==> src/rtl/pack_arb_pkg.sv <==
// pack_arb_pkg: shared constants and FSM encoding for pack_arbiter
package pack_arb_pkg;
  localparam int DW = 24;
  localparam int BEATS_PER_GROUP = 16;
  localparam int WORDS_PER_GROUP = 3;
  typedef enum logic {ST_IDLE, ST_BURST} state_t;
endpackage

==> src/rtl/pack_arbiter_rr_pick.sv <==
// rr_pick: finds the first set request at or after ptr, wrapping to 0
module rr_pick #(
  parameter int N_REQ = 4,
  parameter int IDW = $clog2(N_REQ)
) (
  input  logic [N_REQ-1:0] req,
  input  logic [IDW-1:0]   ptr,
  output logic             found,
  output logic [IDW-1:0]   idx
);
  logic [N_REQ-1:0] rot;
  assign rot = N_REQ'({req, req} >> ptr);
  // descending scan so the lowest offset from ptr is the last (winning) write
  always_comb begin
    found = 1'b0;
    idx = '0;
    for (int k = N_REQ - 1; k >= 0; k--)
      if (rot[k]) begin
        found = 1'b1;
        idx = IDW'((int'(ptr) + k) % N_REQ);
      end
  end
endmodule

==> src/rtl/pack_arbiter.sv <==
// pack_arbiter: grants one source per 16-beat packing group and tags packer output words
module pack_arbiter #(
  parameter int N_REQ = 4,
  parameter int DW = pack_arb_pkg::DW,
  parameter int BEATS = pack_arb_pkg::BEATS_PER_GROUP,
  parameter int IDW = $clog2(N_REQ)
) (
  input  logic                clk,
  input  logic                rst,
  input  logic [N_REQ-1:0]    req_valid,
  input  logic [N_REQ*DW-1:0] req_data,
  output logic [N_REQ-1:0]    req_ready,
  output logic                pk_valid_in,
  output logic [DW-1:0]       pk_data_in,
  input  logic                pk_valid_out,
  output logic                out_valid,
  output logic [IDW-1:0]      out_src,
  output logic                busy,
  output logic [IDW-1:0]      grant_id
);
  import pack_arb_pkg::*;
  localparam int CW = $clog2(BEATS);
  state_t state, state_n;
  logic [CW-1:0] beat_cnt;
  logic [IDW-1:0] rr_ptr, last_src, pick_idx;
  logic pick_found, accept, last_beat;
  rr_pick #(.N_REQ(N_REQ), .IDW(IDW)) u_pick (
    .req(req_valid),
    .ptr(rr_ptr),
    .found(pick_found),
    .idx(pick_idx)
  );
  assign busy = state == ST_BURST;
  assign accept = busy && req_valid[grant_id];
  assign last_beat = accept && beat_cnt == CW'(BEATS - 1);
  assign req_ready = busy ? N_REQ'(1) << grant_id : '0;
  assign pk_valid_in = accept;
  assign pk_data_in = accept ? req_data[grant_id*DW +: DW] : '0;
  // the IDLE bubble guarantees last_src is stable until the packer's final pulse
  assign out_valid = pk_valid_out;
  assign out_src = last_src;
  always_comb state_n = state == ST_IDLE ? (pick_found ? ST_BURST : ST_IDLE) : (last_beat ? ST_IDLE : ST_BURST);
  always_ff @(posedge clk or posedge rst) begin
    if (rst) begin
      state <= ST_IDLE;
      beat_cnt <= '0;
      grant_id <= '0;
      rr_ptr <= '0;
      last_src <= '0;
    end else begin
      state <= state_n;
      if (state == ST_IDLE && pick_found) grant_id <= pick_idx;
      if (accept) begin
        beat_cnt <= last_beat ? '0 : beat_cnt + 1'b1;
        last_src <= grant_id;
      end
      if (last_beat) rr_ptr <= grant_id == IDW'(N_REQ - 1) ? '0 : grant_id + 1'b1;
    end
  end
endmodule
==> config.mk <==
export PLATFORM = sky130hd
export DESIGN_NAME = pack_arbiter
export DESIGN_NICKNAME = d
export VERILOG_FILES = /design/src/rtl/pack_arb_pkg.sv /design/src/rtl/pack_arbiter_rr_pick.sv /design/src/rtl/pack_arbiter.sv
export SDC_FILE = /design/constraint.sdc
export NUM_CORES = 1
export LEC_CHECK = 0
export ABC_CLOCK_PERIOD_IN_PS = 2900
export BUFFER_PORTS_ARGS = -buffer_cell sky130_fd_sc_hd__buf_2
export CAP_MARGIN = 40
export CORE_ASPECT_RATIO = 1.1
export CORE_MARGIN = 2
export CORE_UTILIZATION = 40
export DETAILED_ROUTE_END_ITERATION = 8
export PLACE_DENSITY = 0.94
export SETUP_SLACK_MARGIN = 0.4
export SLEW_MARGIN = 0
export SYNTH_ARGS = -nofsm -noshare
export SYNTH_HDL_FRONTEND = slang
export SYNTH_SLANG_ARGS = --single-unit
==> constraint.sdc <==
create_clock -name clk -period 2.9 [get_ports clk]
set_input_delay 0.58 -clock clk [delete_from_list [all_inputs] [get_ports clk]]
set_output_delay 0.58 -clock clk [all_outputs]
set_load 0.05 [all_outputs]
==> results of run 1 <==
worst max-delay path: cells and delay by family (launching register included):
family / cells / cell delay, ns
simple gates: 1 / 0.08
compound gates: 1 / 0.13
mux: 1 / 0.40
buf+inv: 2 / 0.48
flops: 1 / 0.50
cell families (layout without fill, tap and decap cells):
group           count (synthesis)  count (layout)
compound gates                 15              15
buf+inv                        15             151
xor+xnor                        1               1
flops                          11              11
mux                            30              30
simple gates                   49              49
fa+ha+maj                       5               5
per-layer routing:
layer	wire [µm]	part of all wire, %	vias to the layer above	global-route usage [%]
li1	-	-	748	-
met1	1715	36	748	25.31
met2	2645	55	71	41.22
met3	304	6.4	10	2.718
met4	105	2.2	0	7.337
met5	0	0	-	0
stage by stage:
step	cell area, µm²	worst slack (ns)
3_3_place_gp	2241	0.5115
2_1_floorplan	1514	0.1728
6_report	2297	0.4562
3_5_place_dp	2241	0.4840
4_1_cts	2290	0.4422
5_1_grt	2297	0.3763
cell usage in the layout (no fill, tap or decap):
cell and count:
clkbuf_4 3, buf_12 2, a221oi_1 1, clkbuf_1 1, dfrtp_1 10, buf_2 135
nor4_1 1, mux2_1 1, and2_1 4, buf_4 5, a21oi_1 4, a21o_1 1
nor2b_4 5, mux2i_4 1, o32ai_1 1, ha_1 5, nand2b_1 2, nor2b_1 8
dfrtp_4 1, nor2b_2 13, nand3_1 2, mux2_2 4, mux4_2 21, mux4_1 3
nand2_1 7, a2bb2oi_4 1, o32a_1 1, or4_1 1, o21ai_1 1, xnor2_1 1
o21ai_0 4, inv_1 5, nor2_1 6, a211o_1 1
cell type report:
type,instances,area [µm²],share of cell area (%)
timing repair buffer,142,753.2,32.79
inverter,5,18.77,0.8170
clock buffer,4,26.28,1.144
tap,48,60.06,2.614
sequential,11,279.0,12.15
multi-input combinational,100,1160,50.49
timing repair:
item | 4_1_cts | 5_1_grt
resized for setup | 1 | 0
setup buffers | 1 | 1
setup endpoints to repair | 25 | 16
pin swaps | 0 | 0
final timing paths:
path | to | slack (ns) | cells past startpoint
setup / recovery | pk_data_in[23] | 0.46 | 5
hold / removal | beat_cnt[1] | 0.29 | 2
setup reg to reg | rr_ptr[1] | 1.04 | 5
hold reg to reg | out_src[0] | 0.49 | 2
max in group asynchronous | grant_id[0] | 2.29 | 2
min in group clk | out_src[0] | 0.49 | 2
where the power goes:
part	internal (mW)	leakage (nW)	switching, mW
registers	0.234	0.130	0.0878
logic	0.909	1.02	1.51
clock network	0.0532	0.0150	0.0494
total	1.20	1.17	1.64
flip-flops by register name, summed over array words and instances, names as in the netlist:
register  cells
beat_cnt      4
busy          1
grant_id      2
out_src       2
rr_ptr        2
==> impl_metrics.yaml, run 1 <==
status:
  status: "finished clean"
yosys:
  synth.yosys.seq_area_share_pct: 19.06
  yosysTopAreaCellShare_pct: 32.76
  async_flop_share_pct: 100.0
  synth_compound_area_share_pct: 7.972
  synth_top_family_by_area: "multiplexers"
  synth_edf_count: 0
  synth_xor_area_share_pct: 0.6066
  synth_warnings: 0
  synth-simple-area-share_pct: 18.89
  synth_nets: 234
  synth.most_common_cell: "nor2b_1"
  yosys-top-cells-count: "26 x nor2b_1, 21 x mux4_2, 11 x dfrtp_1"
  synth_cell_types: 31
  avgSynthCellArea_um2: 11.46
  ys_ff_latch: 11
  yosys.area.top_type: "mux4_2"
  syn_inst: 126
  yosys-top-cells-area: "mux4_2 33%, dfrtp_1 19%, nor2b_1 11%"
  muxShareOfSynthArea_pct: 43.67
  yosys_most_used_dff: "dfrtp_1"
  synth_fa_ha_area_share_pct: 4.333
  synthesis.area_mm2: 0.001444
grt:
  grt_pass1_vias: 1523
  grt_overflow: 0
  grt_max_degree: 19
  grt_use_total_pct: 22.18
  grt_pass1_wl_um: 6782
  antenna_found_initial: 0
sta:
  rsz0062_at_grt: "yes"
  drv_slew: 0
  hold_slack_ns: 0.2895
  worst_pin_slew_ns: 0.4065
  fmax_ghz: 0.4092
  setup_viol: 0
  skew_ns: 0.001578
  fin_crit_ns: 2.444
  hold_viol: 0
  min_period_over_period_pct: 84.27
  slew_headroom_pct: 72.87
  tns_ns: 0
critical_path:
  crit_chain: "mux2_2, a2bb2oi_4, buf_4, nor2b_1, buf_2"
  worstSetupStartpoint: "grant_id[0]"
  crit_fanout: 18
  critical_path_class: "flip-flop to primary output"
  cp_slowest_cell: "dfrtp_4"
  crit_path_end_kind: "primary output"
  cp.arrival_ns: 1.86
  slowest_delay_ns: 0.50
  start_kind: "flip-flop"
  rr_startpoint: "grant_id[0]"
  cp.required_ns: 2.32
drt:
  drt_iter0_markers: 44
  dr_total_vias: 1577
  drtAntennaViolNets: 0
  wirelength_um: 4770
  drt_pre_antenna_iters: 4
  avgRoutedWirePerCell_um: 15.39
  vias_per_cell: 5.087
  drc_errors: 0
power_and_ir_drop:
  ir_drop_uv: 597.9
  p_leak_nw: 1.166
  p_per_area_mw_per_mm2: 1235
  finalPower_mw: 2.838
flow_run:
  maxCapViolCount: 0
floorplanning:
  start_util_pct: 42.65
  pin_count: 138
  coreArea_mm2: 0.003386
  dieWidth_um: 61.29
  rows: 22
  die_h_um: 67.01
  die_area_mm2: 0.004107
place:
  dp.final_hpwl_um: 4153
  numPortBuffers: 135
  placed_cells: 304
  gp_congestion: 0.8253
clock_tree:
  cts_tree: "done"
  cts_buffer_depth: 2
  root_buffer: "clkbuf_4"
  clk_latency_ns: 0.26
  cts_buffers: 3
  htree_levels: 1
  postCtsHoldBufs: 0
  clkTransAtPathRegs_ns: 0.07
  cts.sinks: 11
cells_and_area:
  n_antenna_cell: 0
  stdcell_count: 310
  n_fill_cell: 273
  post-route-util_pct: 67.85
  final_net_count: 371
  area_growth_pct: 59.10
  drive_gt1_share_pct: 72.90
hold_path:
  hp-class: "primary input to async pin"
(Power assumes the default switching activity.)
==> run 2, diff against run 1 <==
--- a/config.mk
+++ b/config.mk
@@ -5,14 +5,14 @@
 export SDC_FILE = /design/constraint.sdc
 export NUM_CORES = 1
 export LEC_CHECK = 0
-export ABC_CLOCK_PERIOD_IN_PS = 2900
+export ABC_CLOCK_PERIOD_IN_PS = 2100
 export BUFFER_PORTS_ARGS = -buffer_cell sky130_fd_sc_hd__buf_2
 export CAP_MARGIN = 40
 export CORE_ASPECT_RATIO = 1.1
 export CORE_MARGIN = 2
-export CORE_UTILIZATION = 40
+export CORE_UTILIZATION = 33
 export DETAILED_ROUTE_END_ITERATION = 8
-export PLACE_DENSITY = 0.94
+export PLACE_DENSITY = 0.84
 export SETUP_SLACK_MARGIN = 0.4
 export SLEW_MARGIN = 0
 export SYNTH_ARGS = -nofsm -noshare
==> constraint.sdc (replaced) <==
create_clock -name clk -period 2.1 [get_ports clk]
set_input_delay 0.42 -clock clk [delete_from_list [all_inputs] [get_ports clk]]
set_output_delay 0.42 -clock clk [all_outputs]
set_load 0.05 [all_outputs]
==> run 2 against run 1 <==
  * Count of clock-buffer cells in the layout did not move
  * Largest power group unchanged
  * Register-to-register slack got worse by 0.83 ns
  * The run now ends with setup timing left
  * Power rose by 90%
  * Critical path depth did not move
  * Sequential share of layout area fell by 2.4 points
==> impl_metrics.yaml, run 2 (synthesized netlist as in run 1, its figures left out) <==
place:
  dp.final_hpwl_um: 4052
  gp_congestion: 0.7435
  place_worst_setup_slack_ns: 0.01882
  numPortBuffers: 135
  dpl-instance-area_mm2: 0.002420
power_and_ir_drop:
  ir_drop_uv: 903.9
  p_sw_share_pct: 49.82
  p_int_mw: 2.707
  finalPower_mw: 5.393
  comb_power_share_pct: 87.4
  net-switching-power_mw: 2.687
  p_per_area_mw_per_mm2: 1882
  clockPowerShare_pct: 4.0
  p_leak_nw: 1.401
  seqPwrFrac_pct: 8.6
clock_tree:
  cts_tree: "done"
  cts_buffer_depth: 2
  root_buffer: "clkbuf_8"
  cts.sinks: 11
  htree_levels: 1
  clkTransAtPathRegs_ns: 0.05
  clk_latency_ns: 0.24
  cts_buffers: 3
cells_and_area:
  design_area_mm2: 0.002865
  n_antenna_cell: 0
  final_cell_mix: "106 x buf_2, 25 x buf_6, 24 x nor2b_4"
  n_fill_cell: 297
  final_common_cell: "buf_2"
  regMostFlops: "beat_cnt"
  largest_reg_flops: 4
  final_net_count: 382
  area_growth_pct: 98.44
  drive_gt1_share_pct: 82.78
grt:
  grt.busiest_layer: "met2"
  grt_pass1_wl_um: 7665
  grt_use_total_pct: 20.57
  use_met1_pct: 21.45
  antenna_found_initial: 0
  grt_use_met3_pct: 2.910
  gr-usage-met2_pct: 41.91
  grt_overflow: 0
  grt_max_degree: 16
  grt_pass1_vias: 1636
critical_path:
  cp_slowest_cell: "dfrtp_2"
  rr_startpoint: "grant_id[0]"
  crit_path_end_kind: "primary output"
  start_kind: "flip-flop"
  path_buf_inv: 3
  rr_endpoint: "rr_ptr[1]"
  cp.required_ns: 1.68
  critical_path_class: "flip-flop to primary output"
  cp.arrival_ns: 1.77
  crit_chain: "mux2_4, a2bb2oi_4, buf_12, clkinvlp_4, buf_6"
  crit_fanout: 11
  slowest_delay_ns: 0.47
  worst_r2r_path_depth: 7
  critPathTopFamily: "flip-flops"
  reg2reg_slack_ns: 0.21
flow_run:
  maxCapViolCount: 0
sta:
  setup_viol: 25
  hold_viol: 0
  slew_headroom_pct: 70.56
  min_period_over_period_pct: 104.2
  hold_slack_ns: 0.1693
  drv_slew: 0
  fin_crit_ns: 2.189
  setup_slack_ns: -0.08851
  skew_ns: 0.002709
  worst_pin_slew_ns: 0.4411
  fmax_ghz: 0.4569
  rsz0062_at_grt: "yes"
drt:
  avgRoutedWirePerCell_um: 17.12
  wirelength_um: 5599
  drtAntennaViolNets: 0
  drt_pre_antenna_iters: 4
  vias_per_cell: 5.144
  drc_errors: 0
  drt_iter0_markers: 44
  dr_total_vias: 1682
floorplanning:
  dieWidth_um: 67.07
  pin_count: 138
  rows: 25
  coreArea_mm2: 0.004254
  die_h_um: 73.38
  start_util_pct: 33.94
  die_area_mm2: 0.004921
hold_path:
  hp-class: "primary input to async pin"
status:
  violations: "setup timing"
  status: "complete, but fails checks"
-- run 2: power by group through the flow --
stage	Sequential [mW]	Clock [mW]	Combinational (mW)
after floorplan	0.567	0	2.95
after global placement	0.437	0	3.65
after detailed placement	0.441	0	3.72
after CTS	0.447	0.222	4.36
after global routing	0.479	0.234	4.94
final	0.463	0.217	4.71
-- run 2: cell type report --
| class | instances | area (µm²) | share of cell area (%) |
|---|---|---|---|
| clock buffers | 4 | 45.04 | 1.572 |
| inverters | 5 | 22.52 | 0.7860 |
| repair buffers | 153 | 1127 | 39.34 |
| flip-flops and latches | 11 | 279.0 | 9.738 |
| multi-input cells | 100 | 1324 | 46.20 |
| well taps | 54 | 67.56 | 2.358 |
-- run 2: worst reg2reg max path: stages (launching register included) --
cell and delay, ns:
dfrtp_2 0.47, mux2_4 0.35, a2bb2oi_4 0.23, buf_6 0.15, buf_16 0.10, buf_8 0.13
nor2_4 0.05, mux2_4 0.30
-- run 2: timing repair --
item / 4_1_cts / 5_1_grt
resized for setup: 56 / 35
cloned: 2 / 0
setup buffers: 4 / 4
endpoints found under the setup margin: 31 / 34
hold buffers: 0 / 0
pin swaps: 1 / 3
-- run 2: worst max path at each step --
stage | start | to | cells after the start
after global placement | grant_id[0] | pk_data_in[20] | 4
after CTS | grant_id[0] | pk_data_in[0] | 4
after global routing | grant_id[0] | pk_valid_in | 5
after detailed placement | grant_id[0] | pk_data_in[14] | 4
after floorplan | grant_id[0] | pk_valid_in | 5
final | grant_id[0] | pk_valid_in | 5
-- run 2: routing by layer --
layer / up-vias / routed length [µm]
li1: 769 / -
met1: 831 / 1848
met2: 75 / 3264
met3: 7 / 421
met4: 0 / 65
met5: - / 0
-- run 2: metrics by stage --
step	util [%]	TNS (ns)	cells
2_1_floorplan	-	-0.002210	126
3_3_place_gp	56.88	0	313
3_5_place_dp	56.88	0	313
4_1_cts	63.88	-1.671	323
5_1_grt	67.35	-2.736	327
6_report	67.35	-1.473	327
==> run 3, diff against run 2 <==
--- a/config.mk
+++ b/config.mk
@@ -9,7 +9,6 @@
 export BUFFER_PORTS_ARGS = -buffer_cell sky130_fd_sc_hd__buf_2
 export CAP_MARGIN = 40
 export CORE_ASPECT_RATIO = 1.1
-export CORE_MARGIN = 2
 export CORE_UTILIZATION = 33
 export DETAILED_ROUTE_END_ITERATION = 8
 export PLACE_DENSITY = 0.84
@@ -17,4 +16,5 @@
 export SLEW_MARGIN = 0
 export SYNTH_ARGS = -nofsm -noshare
 export SYNTH_HDL_FRONTEND = slang
+export SYNTH_HIERARCHICAL = 1
 export SYNTH_SLANG_ARGS = --single-unit
==> run 3 against run 2 <==
  * The run still ends with setup timing left
  * Final area rose by 4.0%
  * Hold slack improved by 0.012 ns
  * Clock skew barely moved
  * Final cell count rose by 0.92%
  * Via count rose by 13%
  * Core utilization rose by 5.6 points
  * Synthesized area barely moved
  * Power rose by 11%
  * Largest power group unchanged
==> impl_metrics.yaml, run 3 <==
status:
  status: "complete, but fails checks"
  violations: "setup timing"
place:
  place_worst_setup_slack_ns: 0.1011
  numPortBuffers: 135
  dp.final_hpwl_um: 4496
  dpl-instance-area_mm2: 0.002381
  gp_congestion: 0.7781
sta:
  hold_viol: 0
  worst_pin_slew_ns: 0.4760
  drv_slew: 0
  min_period_over_period_pct: 107.9
  slew_headroom_pct: 68.23
  setup_viol: 25
  fin_crit_ns: 2.266
  skew_ns: 0.002752
  rsz0062_at_grt: "yes"
  fmax_ghz: 0.4413
  setup_slack_ns: -0.1661
drt:
  drc_errors: 0
  vias_per_cell: 5.785
  drt_pre_antenna_iters: 4
  wirelength_um: 7929
  avgRoutedWirePerCell_um: 24.03
  drtAntennaViolNets: 0
  drt_iter0_markers: 136
  dr_total_vias: 1909
yosys:
  synth_edf_count: 0
  yosysTopAreaCellShare_pct: 37.40
  synth.most_common_cell: "mux4_2"
  synth_warnings: 6
  yosys_most_used_dff: "dfrtp_1"
  synthesis.area_mm2: 0.001445
  yosys-top-cells-area: "mux4_2 37%, dfrtp_1 19%, nor2b_1 9.5%"
  async_flop_share_pct: 100.0
  synth.yosys.seq_area_share_pct: 19.05
  yosys-top-cells-count: "24 x mux4_2, 22 x nor2b_1, 11 x dfrtp_1"
  ys_ff_latch: 11
  avgSynthCellArea_um2: 11.38
  yosys.area.top_type: "mux4_2"
  synth_cell_types: 31
  synth_nets: 235
  syn_inst: 127
grt:
  antenna_found_initial: 0
  grt_max_degree: 21
  grt_pass1_vias: 1972
  grt_pass1_wl_um: 10270
  grt_use_total_pct: 29.60
  grt_overflow: 0
power_and_ir_drop:
  finalPower_mw: 6.009
  p_per_area_mw_per_mm2: 2016
  ir_drop_uv: 833.5
  p_leak_nw: 1.452
floorplanning:
  coreArea_mm2: 0.004084
  pin_count: 138
  die_area_mm2: 0.004648
  start_util_pct: 35.39
  dieWidth_um: 65.10
  rows: 24
  die_h_um: 71.41
clock_tree:
  cts.sinks: 11
  postCtsHoldBufs: 0
  clk_latency_ns: 0.24
  cts_buffer_depth: 2
  root_buffer: "clkbuf_8"
  cts_buffers: 3
  clkTransAtPathRegs_ns: 0.06
  cts_tree: "done"
  htree_levels: 1
cells_and_area:
  multi_input_area_mm2: 0.001331
  n_fill_cell: 229
  drive_gt1_share_pct: 84.17
  final_cell_mix: "105 x buf_2, 25 x buf_6, 24 x mux4_2"
  n_antenna_cell: 0
  post-route-util_pct: 72.98
  area_growth_pct: 106.2
  ff_latch_area_um2: 279.0
  regMostFlops: "beat_cnt"
  final_common_cell: "buf_2"
  largest_reg_flops: 4
  design_area_mm2: 0.002980
  final_net_count: 387
critical_path:
  cp.required_ns: 1.68
  crit_path_end_kind: "primary output"
  slowest_delay_ns: 0.57
  crit_chain: "buf_12, buf_16, mux4_2, nor2b_4, buf_6"
  crit_fanout: 6
  start_kind: "flip-flop"
  critical_path_class: "flip-flop to primary output"
  cp_slowest_cell: "mux4_2"
  cp.arrival_ns: 1.85
flow_run:
  maxCapViolCount: 0
hold_path:
  hp-class: "primary input to async pin"
-- run 3: cell count changes in the layout (fill, tap and decap cells not counted), sizes merged, moves of 3 or more --
cell   previous run  this run
inv               4         8
buf             153       156
nor2              6         3
nor2b            26        22
and2b             0         3
-- run 3: repair_timing --
item	4_1_cts	5_1_grt
endpoints found under the setup margin	31	37
pin swaps	1	3
setup buffers	8	3
gates cloned	4	0
resized for setup	72	30
-- run 3: worst paths after layout --
path | from | end | slack [ns] | cells past startpoint
max | grant_id[0] | pk_data_in[15] | -0.17 | 5
min | rst | rr_ptr[0] | 0.18 | 2
max reg2reg | grant_id[0] | rr_ptr[0] | 0.07 | 7
min reg2reg | out_src[1] | out_src[1] | 0.50 | 2
max in group asynchronous | rst | grant_id[0] | 1.57 | 2
min in group clk | out_src[1] | out_src[1] | 0.50 | 2
-- run 3: cell families after synthesis --
kind of cell / Yosys count / share of synthesized area (%)
and+or+nand+nor: 45 / 18.87
muxes: 29 / 41.73
buffers and inverters: 19 / 6.493
AOI/OAI and AO/OA: 17 / 8.918
DFF: 11 / 19.05
adders and majority gates: 5 / 4.329
xor gates and xnor gates: 1 / 0.6062
-- run 3: report_power, final --
part           internal [mW]  leakage, nW  total [mW]  switching, mW
Sequential             0.317        0.129       0.467          0.151
Combinational           2.57         1.30        5.32           2.74
Clock                  0.134       0.0228       0.224         0.0897
-- run 3: final cells by class --
type / count / area share (%)
Multi-Input combinational cell: 97 / 44.67
Timing Repair Buffer: 157 / 40.76
Sequential cell: 11 / 9.362
Tap cell: 52 / 2.183
Clock buffer: 4 / 1.511
Inverter: 9 / 1.511
-- run 3: per-stage QoR --
step / TNS (ns) / hold slack (ns) / instances
finish: -1.825 / 0.1816 / 330
CTS: -0.6762 / 0.1929 / 327
floorplan: -0.1092 / 0.2722 / 127
global route: -2.920 / 0.2373 / 330
detailed placement: 0 / 0.4550 / 311
global placement: 0 / 0.4327 / 311
-- run 3: critical path, delay by kind of cell (launching register included) --
kind          cells  cell delay, ns
mux               1            0.57
flops             1            0.44
buf+inv           3            0.42
simple gates      1            0.17
-- run 3: layer usage --
layer | GRT usage [%] | vias up | share of wire, %
met1 | 29.12 | 912 | 29
met3 | 7.484 | 65 | 10
met2 | 55.21 | 152 | 51
met4 | 17.15 | 0 | 9.6
met5 | 0 | - | 0
li1 | - | 780 | -
